===== config.mk =====
export PLATFORM = sky130hd
export DESIGN_NAME = master_port
export DESIGN_NICKNAME = d
export VERILOG_FILES = /design/src/rtl/bus_pkg.sv /design/src/rtl/serial_shift.sv /design/src/rtl/master_port.sv
export SDC_FILE = /design/constraint.sdc
export NUM_CORES = 1
export LEC_CHECK = 0
export ABC_AREA = 1
export CORE_AREA = 2 2 77 79
export DETAILED_ROUTE_END_ITERATION = 7
export DIE_AREA = 0 0 79 81
export PLACE_DENSITY = 0.87
export SETUP_SLACK_MARGIN = 0.2
export SYNTH_ARGS = -nofsm -noshare
export SYNTH_HDL_FRONTEND = slang
export SYNTH_SLANG_ARGS = --single-unit

===== constraint.sdc =====
create_clock -name clk -period 1.9 [get_ports clk]
set_input_delay 0.19 -clock clk [delete_from_list [all_inputs] [get_ports clk]]
set_output_delay 0.19 -clock clk [all_outputs]
set_load 0.03 [all_outputs]

===== src/rtl/bus_pkg.sv =====
// Shared definitions for the serial bus: master FSM states, transfer direction
// encodings and the default widths used by the arbiter, master and slave ports.
package bus_pkg;

  localparam int ADDR_WIDTH_DEF = 12;
  localparam int DATA_WIDTH_DEF = 8;
  localparam int TIMEOUT_DEF    = 255;

  localparam logic MODE_READ  = 1'b0;
  localparam logic MODE_WRITE = 1'b1;

  typedef enum logic [2:0] {
    IDLE     = 3'd0,
    REQ      = 3'd1,
    ADDR     = 3'd2,
    WAIT_RDY = 3'd3,
    WDATA    = 3'd4,
    RDATA    = 3'd5,
    DONE     = 3'd6,
    ABORT    = 3'd7
  } mp_state_t;

endpackage


===== src/rtl/serial_shift.sv =====
// LSB-first shift register usable as PISO (ser_out) or SIPO (ser_in -> par_out),
// with a count of shifted bits plus last-bit and all-bits-shifted flags.
module serial_shift #(
  parameter int WIDTH = 8
) (
  input  logic             clk,
  input  logic             rst_n,
  input  logic             load,
  input  logic [WIDTH-1:0] load_data,
  input  logic             shift_en,
  input  logic             ser_in,
  output logic             ser_out,
  output logic [WIDTH-1:0] par_out,
  output logic             last,
  output logic             full
);

  localparam int CW = $clog2(WIDTH + 1);

  logic [WIDTH-1:0] data_q, data_d;
  logic [CW-1:0]    cnt_q, cnt_d;

  // Bits leave at bit 0 and enter at the MSB, so after WIDTH shifts the first
  // received bit sits at bit 0.
  always_comb begin
    data_d = data_q;
    cnt_d  = cnt_q;
    if (load) begin
      data_d = load_data;
      cnt_d  = '0;
    end else if (shift_en) begin
      data_d = {ser_in, data_q[WIDTH-1:1]};
      cnt_d  = cnt_q + CW'(1);
    end
  end

  always_ff @(posedge clk or negedge rst_n) begin
    if (!rst_n) begin
      data_q <= '0;
      cnt_q  <= '0;
    end else begin
      data_q <= data_d;
      cnt_q  <= cnt_d;
    end
  end

  assign ser_out = data_q[0];
  assign par_out = data_q;
  assign last    = (cnt_q == CW'(WIDTH - 1));
  assign full    = (cnt_q == CW'(WIDTH));

endmodule


===== src/rtl/master_port.sv =====
// Bus master port: requests the bus, shifts address then data LSB-first to the
// slave, collects read data, and reports completion or abort with done/err.
module master_port
  import bus_pkg::*;
#(
  parameter int ADDR_WIDTH = ADDR_WIDTH_DEF,
  parameter int DATA_WIDTH = DATA_WIDTH_DEF,
  parameter int TIMEOUT    = TIMEOUT_DEF
) (
  input  logic                  clk,
  input  logic                  rst_n,
  input  logic                  start,
  input  logic                  mode,
  input  logic [ADDR_WIDTH-1:0] addr,
  input  logic [DATA_WIDTH-1:0] wdata,
  output logic [DATA_WIDTH-1:0] rdata,
  output logic                  busy,
  output logic                  done,
  output logic                  err,
  output logic                  m_req,
  input  logic                  m_grant,
  output logic                  m_mode,
  output logic                  m_addr,
  output logic                  m_addr_valid,
  output logic                  m_wdata,
  output logic                  m_wdata_valid,
  input  logic                  m_rdata,
  input  logic                  m_rdata_valid,
  input  logic                  s_ready
);

  localparam logic [7:0] TMO_LAST = 8'(TIMEOUT - 1);

  mp_state_t state_q, state_d;
  logic [7:0] tmr_q, tmr_d;
  logic mode_q, mode_d;
  logic m_req_q, m_req_d, busy_q, busy_d, done_q, done_d, err_q, err_d;
  logic m_mode_q, m_mode_d, m_addr_q, m_addr_d, m_addr_valid_q, m_addr_valid_d;
  logic m_wdata_q, m_wdata_d, m_wdata_valid_q, m_wdata_valid_d;
  logic [DATA_WIDTH-1:0] rdata_q, rdata_d;

  logic addr_load, addr_shift, addr_ser, addr_last, addr_full;
  logic data_load, data_shift, data_ser, data_last, data_full;
  logic [ADDR_WIDTH-1:0] addr_par;
  logic [DATA_WIDTH-1:0] data_par;
  logic unused_addr_status;

  serial_shift #(.WIDTH(ADDR_WIDTH)) u_addr_shift (
    .clk       (clk),
    .rst_n     (rst_n),
    .load      (addr_load),
    .load_data (addr),
    .shift_en  (addr_shift),
    .ser_in    (1'b0),
    .ser_out   (addr_ser),
    .par_out   (addr_par),
    .last      (addr_last),
    .full      (addr_full)
  );

  // The data register serves as PISO for writes and SIPO for reads.
  serial_shift #(.WIDTH(DATA_WIDTH)) u_data_shift (
    .clk       (clk),
    .rst_n     (rst_n),
    .load      (data_load),
    .load_data (wdata),
    .shift_en  (data_shift),
    .ser_in    (m_rdata),
    .ser_out   (data_ser),
    .par_out   (data_par),
    .last      (data_last),
    .full      (data_full)
  );

  assign unused_addr_status = ^{addr_par, addr_last};

  // Grant loss is checked before anything else in every bus-owning state.
  always_comb begin
    state_d         = state_q;
    tmr_d           = tmr_q;
    mode_d          = mode_q;
    m_req_d         = m_req_q;
    busy_d          = busy_q;
    done_d          = 1'b0;
    err_d           = 1'b0;
    rdata_d         = rdata_q;
    m_addr_d        = 1'b0;
    m_addr_valid_d  = 1'b0;
    m_wdata_d       = 1'b0;
    m_wdata_valid_d = 1'b0;
    addr_load       = 1'b0;
    addr_shift      = 1'b0;
    data_load       = 1'b0;
    data_shift      = 1'b0;
    if (done_q) busy_d = 1'b0;

    unique case (state_q)
      IDLE: begin
        if (start && !busy_q) begin
          state_d   = REQ;
          mode_d    = mode;
          m_req_d   = 1'b1;
          busy_d    = 1'b1;
          addr_load = 1'b1;
          data_load = 1'b1;
        end
      end
      REQ: begin
        if (m_grant) begin
          state_d        = ADDR;
          m_addr_d       = addr_ser;
          m_addr_valid_d = 1'b1;
          addr_shift     = 1'b1;
        end
      end
      ADDR: begin
        if (!m_grant) begin
          state_d = ABORT;
        end else if (addr_full) begin
          state_d = WAIT_RDY;
          tmr_d   = '0;
        end else begin
          m_addr_d       = addr_ser;
          m_addr_valid_d = 1'b1;
          addr_shift     = 1'b1;
        end
      end
      WAIT_RDY: begin
        if (!m_grant) begin
          state_d = ABORT;
        end else if (s_ready) begin
          if (mode_q == MODE_WRITE) begin
            state_d         = WDATA;
            m_wdata_d       = data_ser;
            m_wdata_valid_d = 1'b1;
            data_shift      = 1'b1;
          end else begin
            state_d = RDATA;
            tmr_d   = '0;
          end
        end else if (tmr_q == TMO_LAST) begin
          state_d = ABORT;
        end else begin
          tmr_d = tmr_q + 8'd1;
        end
      end
      WDATA: begin
        if (!m_grant) begin
          state_d = ABORT;
        end else if (data_full) begin
          state_d = DONE;
        end else begin
          m_wdata_d       = data_ser;
          m_wdata_valid_d = 1'b1;
          data_shift      = 1'b1;
        end
      end
      RDATA: begin
        if (!m_grant) begin
          state_d = ABORT;
        end else if (m_rdata_valid) begin
          data_shift = 1'b1;
          tmr_d      = '0;
          if (data_last) state_d = DONE;
        end else if (tmr_q == TMO_LAST) begin
          state_d = ABORT;
        end else begin
          tmr_d = tmr_q + 8'd1;
        end
      end
      DONE: begin
        state_d = IDLE;
        done_d  = 1'b1;
        m_req_d = 1'b0;
        if (mode_q == MODE_READ) rdata_d = data_par;
      end
      ABORT: begin
        state_d = IDLE;
        done_d  = 1'b1;
        err_d   = 1'b1;
        m_req_d = 1'b0;
      end
      default: state_d = IDLE;
    endcase

    m_mode_d = m_addr_valid_d ? mode_q : 1'b0;
  end

  always_ff @(posedge clk or negedge rst_n) begin
    if (!rst_n) begin
      state_q         <= IDLE;
      tmr_q           <= '0;
      mode_q          <= 1'b0;
      m_req_q         <= 1'b0;
      busy_q          <= 1'b0;
      done_q          <= 1'b0;
      err_q           <= 1'b0;
      rdata_q         <= '0;
      m_mode_q        <= 1'b0;
      m_addr_q        <= 1'b0;
      m_addr_valid_q  <= 1'b0;
      m_wdata_q       <= 1'b0;
      m_wdata_valid_q <= 1'b0;
    end else begin
      state_q         <= state_d;
      tmr_q           <= tmr_d;
      mode_q          <= mode_d;
      m_req_q         <= m_req_d;
      busy_q          <= busy_d;
      done_q          <= done_d;
      err_q           <= err_d;
      rdata_q         <= rdata_d;
      m_mode_q        <= m_mode_d;
      m_addr_q        <= m_addr_d;
      m_addr_valid_q  <= m_addr_valid_d;
      m_wdata_q       <= m_wdata_d;
      m_wdata_valid_q <= m_wdata_valid_d;
    end
  end

  assign rdata         = rdata_q;
  assign busy          = busy_q;
  assign done          = done_q;
  assign err           = err_q;
  assign m_req         = m_req_q;
  assign m_mode        = m_mode_q;
  assign m_addr        = m_addr_q;
  assign m_addr_valid  = m_addr_valid_q;
  assign m_wdata       = m_wdata_q;
  assign m_wdata_valid = m_wdata_valid_q;

endmodule


==> results by group, run 1 <==
Status
  • Status: finished clean

Yosys
  • Synth Instances: 352
  • Synthesized flop and latch total: 57
  • Synth area leader: dfrtp_1
  • Yosys cell types: 24
  • Sequential fraction of the synthesis area: 0.498
  • Synth Area per Inst: 8.14 um2
  • YS warnings: 0
  • Cells taking the most area after synthesis: dfrtp_1, nand2_1, nand3_1, inv_1, nor2_1
  • Post-Syn Area: 0.00287 mm2
  • Post-synth net total: approximately 390
  • Post-synth top area share: 0.498

Clock network
  • Total CTS buffers: 9
  • Num Clock Sinks: between 50 and 60
  • Max Buffers Root-to-Sink: 2
  • Htree depth: 3
  • TritonCTS clock tree: done
  • Clk root buf: clkbuf_8
  • Worst-path clk slew: 0.06 ns
  • Insertion delay of the later-clocked pin in the worst-skew pair: 0.34 ns

GRT
  • First-pass GRT wire length: 10,500 um
  • Initial antenna violation count: 0
  • GRT Util Overall: 0.213
  • Largest net degree at the start of global routing: 58
  • GR Overflow Total: 0
  • Vias in the first global route: approximately 2.4k

Die
  • Die Y: 81 um
  • Row cnt: 28
  • Core area: approximately 0.0057 mm2
  • Chip width: 79 um
  • Die footprint: 0.00640 mm2
  • Starting Density: 0.505
  • I/O pins: 45

Detailed routing
  • First-pass DRT Iterations: 5
  • Initial DRC count: 282
  • Post-route ant nets: 0
  • Total vias in the final route: 2,668
  • Routed len/inst: 13.7 um
  • Vias per cell: 5.34
  • # DRC: 0
  • Routed wire length: roughly 6800 um

Critical path
  • Setup CP Type: reg -> reg
  • Worst setup startpoint: u_data_shift.cnt_q[1]$_DFFE_PN0P_
  • Critical-path cell list: inv_1, ha_4, nand3_2, nand2_2, nor2_1, nor2_2, nand2_2, a21boi_0, nand2_1
  • Worst setup EP type: register
  • R2r setup slk: 0.20 ns
  • Reg2reg start: u_data_shift.cnt_q[1]$_DFFE_PN0P_
  • CP Max Fanout: 6
  • Worst EP arrival: ~1.9 ns
  • Crit-path most repeated cell: nand2_2
  • R2r worst-path depth: 9
  • Slowest cell on the critical path: dfrtp_1
  • CP top delay family: simple AND/OR/NAND/NOR gates
  • Buffers plus inverters on the worst setup path: 1
  • Worst setup SP type: register
  • Reg-to-Reg End: u_data_shift.par_out[0]$_DFFE_PN0P_
  • Crit path required time: 2.13 ns
  • Critical Path Max Stage Delay: between 0.4 and 0.5 ns

Power
  • Power, Total: 5450 uW
  • Pwr dens: ~1500 mW/mm2
  • Leak pwr: 0.00185 uW
  • VDD IR max: 0.781 mV

Finish
  • Ant. Diodes: 0
  • Layout cells sized above 1: 0.158
  • Fillers: about 460
  • Layout Area Growth over Synthesis: 30.8%
  • Layout Utilization: 0.660
  • Post-route insts no fill: 500
  • Final nets: between 400 and 500

STA
  • Period minus WS final: about 1.7 ns
  • Skew final: 0.00525 ns
  • RSZ-0062 raised after global routing: yes
  • Final worst-path cycle share: 0.893
  • Setup TNS: 0 ns
  • Fin. Hold Viols: 0
  • Fmax: 0.589 GHz
  • Final Max Tran Viols: 0
  • Worst-margin pin slew: 0.487 ns
  • Slew Limit Headroom: 0.674
  • Final setup viols: 0

Place
  • HPWL Detailed: between 4000 and 5000 um
  • RePlAce Congestion: 0.975
  • IO Port Bufs: 44
  • Placed insts: 474

Run
  • Max_cap viols: 0

Worst hold path
  • Tightest Hold Check Type: in -> async
[kinds of logic after synthesis]
family,after synthesis,share of synthesized area
AND/OR/NAND/NOR,193,0.290
XOR/XNOR,5,0.0153
multiplexers,8,0.0314
flip-flops,57,0.498
AO/OA/AOI/OAI,41,0.0803
adder cells (fa/ha/maj),6,0.0262
buffers and inverters,42,0.0585
[flip-flops by register name, summed over array words and instances (netlist names), 3 cells and up]
signal                flops
u_addr_shift.par_out     12
rdata                     8
tmr_q                     8
u_data_shift.par_out      8
u_addr_shift.cnt_q        4
u_data_shift.cnt_q        4
state_q                   3
[worst reg2reg max path, delay by kind of cell, from the launching register on]
family	cells	cell delay (ns)
simple gates	6	0.71
flops	1	0.41
fa+ha+maj	1	0.15
buf+inv	1	0.12
compound gates	1	0.20
[cells in the final DEF, fill, tap and decap left out]
cell and count:
nand3b_1 1, nor2_4 1, a21oi_1 6, a31oi_1 1
clkinv_2 3, ha_1 5, a22o_1 1, dlygate4sd3_1 1
nand2_2 6, o21ai_1 6, buf_2 1, or2_1 1
nor2_1 28, clkdlybuf4s50_1 43, nor2_2 4, nand4_1 8
xor2_1 5, nand3_2 5, dfrtp_1 55, inv_1 28
clkbuf_1 2, mux2_2 8, buf_12 1, nand2_1 100
inv_4 1, ha_4 1, clkbuf_8 11, a21boi_0 4
a21boi_1 4, nand3_1 40, o21ai_0 19, buf_4 18
dfrtp_2 2, inv_2 5
[area by class of cell]
class | instances | area, um2 | share of cell area
Inverter | 34 | 130 | 0.0347
Sequential cell | 57 | 1430 | 0.381
Clock inverter | 3 | 15.0 | 0.00401
Tap cell | 75 | 93.8 | 0.0250
Timing Repair Buffer | 64 | 601 | 0.160
Clock buffer | 13 | 159 | 0.0424
Multi-Input combinational cell | 254 | 1320 | 0.352
[repair_timing]
item                                   in CTS  in global routing
buffers inserted                            0                  8
pin swaps                                   0                  6
endpoints found under the hold margin      57                  0
hold buffers                                1                  0
setup endpoints to repair                   7                 34
resized for setup                           1                 17
cloned                                      0                  1
[how the worst max path moves through the flow]
stage,to,slack (ns),cells past startpoint
4_1_cts,u_data_shift.par_out[2]$_DFFE_PN0P_,0.20,7
2_1_floorplan,u_data_shift.par_out[1]$_DFFE_PN0P_,0.44,10
3_3_place_gp,u_data_shift.par_out[0]$_DFFE_PN0P_,0.17,8
3_5_place_dp,u_data_shift.par_out[6]$_DFFE_PN0P_,0.07,8
6_report,u_data_shift.par_out[0]$_DFFE_PN0P_,0.20,9
5_1_grt,u_data_shift.par_out[7]$_DFFE_PN0P_,0.12,9
[synth_stat cells]
master,instances
ha_1,6
inv_2,4
nand2_1,103
a21oi_1,6
o21ai_0,19
nor2_2,3
nand4_1,8
nand3b_1,1
a21boi_1,2
buf_2,8
xor2_1,5
nor2_4,1
nor2_1,29
a22o_1,1
mux2_2,8
or2_1,1
nand3_1,44
a21boi_0,6
nand2_2,2
o21ai_1,6
nand3_2,1
inv_1,30
dfrtp_1,57
a31oi_1,1
[per-stage QoR]
step	setup WS (ns)	hold slack, ns	instance area, um2
after global placement	0.166	0.210	3450
after floorplan	0.444	-0.106	2870
final	0.203	0.418	3750
after global routing	0.121	0.446	3750
after detailed placement	0.0739	0.215	3450
after CTS	0.201	0.382	3640
[per-layer routing]
layer	track usage	routed length, um	vias to the layer above
met5	0	0	-
met4	0.0759	112	0
met3	0.0600	458	14
met2	0.342	3420	102
met1	0.280	2850	1271
li1	-	-	1281
[report_power, final]
part           total [uW]  switching (uW)  internal (uW)  leakage [uW]
clock network        1010             469            538     0.0000932
registers            1990             320           1670      0.000739
logic                2460            1460            991       0.00102
(Power assumes the default switching activity.)
==> inputs of run 2 (changes only) <==
--- a/config.mk
+++ b/config.mk
@@ -10,6 +10,7 @@
 export DETAILED_ROUTE_END_ITERATION = 7
 export DIE_AREA = 0 0 79 81
 export PLACE_DENSITY = 0.87
+export RECOVER_POWER = 50
 export SETUP_SLACK_MARGIN = 0.2
 export SYNTH_ARGS = -nofsm -noshare
 export SYNTH_HDL_FRONTEND = slang
==> run 2 against run 1 <==
Effect of this change: non-clock buffer count unchanged; clock-buffer cell count unchanged; wire length hardly changed; sequential share of layout area hardly changed; fmax shrank 0.30%; first-iteration DRC count down 11%; combinational power about the same; sequential cell count unchanged; total power fell by 0.13%; global-route usage did not move; worst hold slack worse by 0.0054 ns; critical endpoint unchanged; largest power group unchanged.
==> results by group, run 2 (synthesis gave the netlist of run 1 again) <==
Power
  • Clock power share: 0.186 (about the same)
  • VDD IR max: 0.786 mV (+0.63%)
  • Int Pwr: 3190 uW (-0.25%)
  • Leak pwr: 0.00185 uW (about the same)
  • Logic pwr share: 0.450 (about the same)
  • Pwr dens: 1450 mW/mm2 (about the same)
  • Seq pwr share: 0.364 (about the same)
  • Switch Pwr: 2250 uW (about the same)
  • Switching Fraction: 0.414 (+0.000745)

Die
  • Row cnt: 28 (unchanged)
  • Die footprint: 0.00640 mm2 (unchanged)
  • Starting Density: 0.505 (unchanged)
  • I/O pins: 45 (unchanged)
  • Die Y: 81 um (unchanged)
  • Chip width: 79 um (unchanged)
  • Core area: 0.00568 mm2 (unchanged)

Finish
  • Max reg flops: 12 (unchanged)
  • Final nets: 454 (unchanged)
  • Ant. Diodes: 0 (unchanged)
  • Layout cells sized above 1: 0.148 (-0.00941)
  • Layout Area Growth over Synthesis: 30.6%
  • Commonest non-fill, non-tap cell in the layout: nand2_1
  • Most frequent cells in the layout: nand2_1, dfrtp_1, clkdlybuf4s50_1

STA
  • Slew Limit Headroom: 0.676 (+0.00150)
  • RSZ-0062 raised after global routing: yes
  • Final Max Tran Viols: 0 (unchanged)
  • Period minus WS final: 1.70 ns (+0.00504 ns)
  • Final setup viols: 0 (unchanged)
  • Setup TNS: 0 ns (unchanged)
  • Final worst-path cycle share: 0.896 (+0.00265)
  • Final setup margin: 0.198 ns (-0.00504 ns)
  • Fin. Hold Viols: 0 (unchanged)
  • Skew final: 0.00487 ns (-0.000384 ns)
  • Fmax: 0.588 GHz (-0.30%)
  • Worst-margin pin slew: 0.485 ns (-0.00225 ns)

Critical path
  • Worst setup EP type: register
  • Setup CP Type: reg -> reg
  • Worst EP arrival: 1.94 ns (about the same)
  • Worst setup SP type: register
  • CP Max Fanout: 6 (unchanged)
  • Crit path required time: 2.13 ns (about the same)

Place
  • Place WS: 0.0739 ns (unchanged)
  • RePlAce Congestion: 0.975 (unchanged)
  • IO Port Bufs: 44 (unchanged)
  • HPWL Detailed: 4490 um (unchanged)

GRT
  • GR Overflow Total: 0 (unchanged)
  • GRT Util Overall: 0.213 (unchanged)
  • Largest net degree at the start of global routing: 58 (unchanged)
  • Initial antenna violation count: 0 (unchanged)
  • First-pass GRT wire length: 10,500 um (unchanged)
  • Vias in the first global route: 2,375 (unchanged)

Clock network
  • TritonCTS clock tree: done
  • Worst-path clk slew: 0.06 ns (about the same)
  • Total CTS buffers: 9 (unchanged)
  • Insertion delay of the later-clocked pin in the worst-skew pair: 0.35 ns (about the same)
  • Htree depth: 3 (unchanged)
  • Clk root buf: clkbuf_8
  • Max Buffers Root-to-Sink: 2 (unchanged)
  • Num Clock Sinks: 57 (unchanged)

Detailed routing
  • Routed wire length: 6830 um (about the same)
  • # DRC: 0 (unchanged)
  • Post-route ant nets: 0 (unchanged)
  • Initial DRC count: 250 (-11%)
  • Total vias in the final route: 2,667 (-0.037%)
  • First-pass DRT Iterations: 6 (+1)
  • Vias per cell: 5.33 (about the same)
  • Routed len/inst: 13.7 um (about the same)

Status
  • Status: finished clean

Worst hold path
  • Tightest Hold Check Type: in -> reg

Run
  • Max_cap viols: 0 (unchanged)
[run 2: cell count changes in the layout (fill, tap and decap cells not counted)]
cell      before  now
clkbuf_1       2    3
nand2_2        6    5
dfrtp_2        2    0
buf_2          1    0
nand2_1      100  101
clkbuf_4       0    1
buf_4         18   17
dfrtp_1       55   57
[run 2: per-layer routing]
metal,track usage,up-vias,part of all wire
met3,0.0600,14,0.060
li1,-,1280,-
met2,0.342,112,0.50
met5,0,-,0
met1,0.280,1261,0.42
met4,0.0759,0,0.017
[run 2: power by group through the flow]
stage / combinational [uW] / sequential [uW] / clock (uW)
floorplan: 1270 / 2170 / 0
detailed placement: 2230 / 1980 / 0
global placement: 2170 / 1960 / 0
CTS: 2240 / 1960 / 1030
finish: 2450 / 1980 / 1010
global route: 2700 / 2030 / 1080
[run 2: cell type report]
| type | instances | area (um2) |
|---|---|---|
| Inverter | 34 | 130 |
| Fill cell | 460 | 1930 |
| Multi-Input combinational cell | 254 | 1320 |
| Clock buffer | 13 | 159 |
| Timing Repair Buffer | 64 | 599 |
| Tap cell | 75 | 93.8 |
| Sequential cell | 57 | 1430 |
| Clock inverter | 3 | 15.0 |
[run 2: worst max-delay path, cell delays in order, from the launching register on]
cell and delay (ns):
dfrtp_1 0.41, inv_1 0.13, ha_4 0.15, nand3_2 0.10, nand2_2 0.10, nor2_1 0.06
nor2_2 0.22, nand2_2 0.15, a21boi_0 0.20, nand2_1 0.07
[run 2: per-stage QoR]
step	hold slack, ns	instance area [um2]	total power (uW)	util	instances
after floorplan	-0.106	2870	3440	-	352
after global placement	0.210	3450	4130	0.608	474
after detailed placement	0.215	3450	4210	0.608	474
after CTS	0.382	3640	5240	0.641	491
after global routing	0.446	3740	5820	0.659	500
final	0.413	3740	5440	0.659	500
[run 2: repair_timing]
action / in CTS / in global routing
setup buffers: 0 / 8
pin swaps: 0 / 6
setup endpoints to repair: 7 / 34
hold buffers: 1 / 0
endpoints found under the hold margin: 57 / 0
resized for setup: 1 / 17
gates cloned: 0 / 1
[run 2: worst paths after layout]
check                                                        from                                    to  slack (ns)  cells past startpoint
worst max-delay path            u_data_shift.cnt_q[1]$_DFFE_PN0P_   u_data_shift.par_out[0]$_DFFE_PN0P_        0.20                      9
worst max register to register  u_data_shift.cnt_q[1]$_DFFE_PN0P_   u_data_shift.par_out[0]$_DFFE_PN0P_        0.20                      9
worst min-delay path                                     addr[10]  u_addr_shift.par_out[10]$_DFFE_PN0P_        0.41                      3
worst min register to register                     done$_DFF_PN0_                        busy$_DFF_PN0_        0.46                      1
min in group asynchronous                                   rst_n   u_addr_shift.par_out[5]$_DFFE_PN0P_        0.49                      3
max in group asynchronous                                   rst_n                  tmr_q[6]$_DFFE_PN0P_        1.15                      3
==> inputs of run 3 (changes only) <==
--- a/config.mk
+++ b/config.mk
@@ -12,6 +12,7 @@
 export PLACE_DENSITY = 0.87
 export RECOVER_POWER = 50
 export SETUP_SLACK_MARGIN = 0.2
+export SLEW_MARGIN = 20
 export SYNTH_ARGS = -nofsm -noshare
 export SYNTH_HDL_FRONTEND = slang
 export SYNTH_SLANG_ARGS = --single-unit
==> results of run 3 <==
The final DEF is identical to that of run 2; final timing and power are the same.
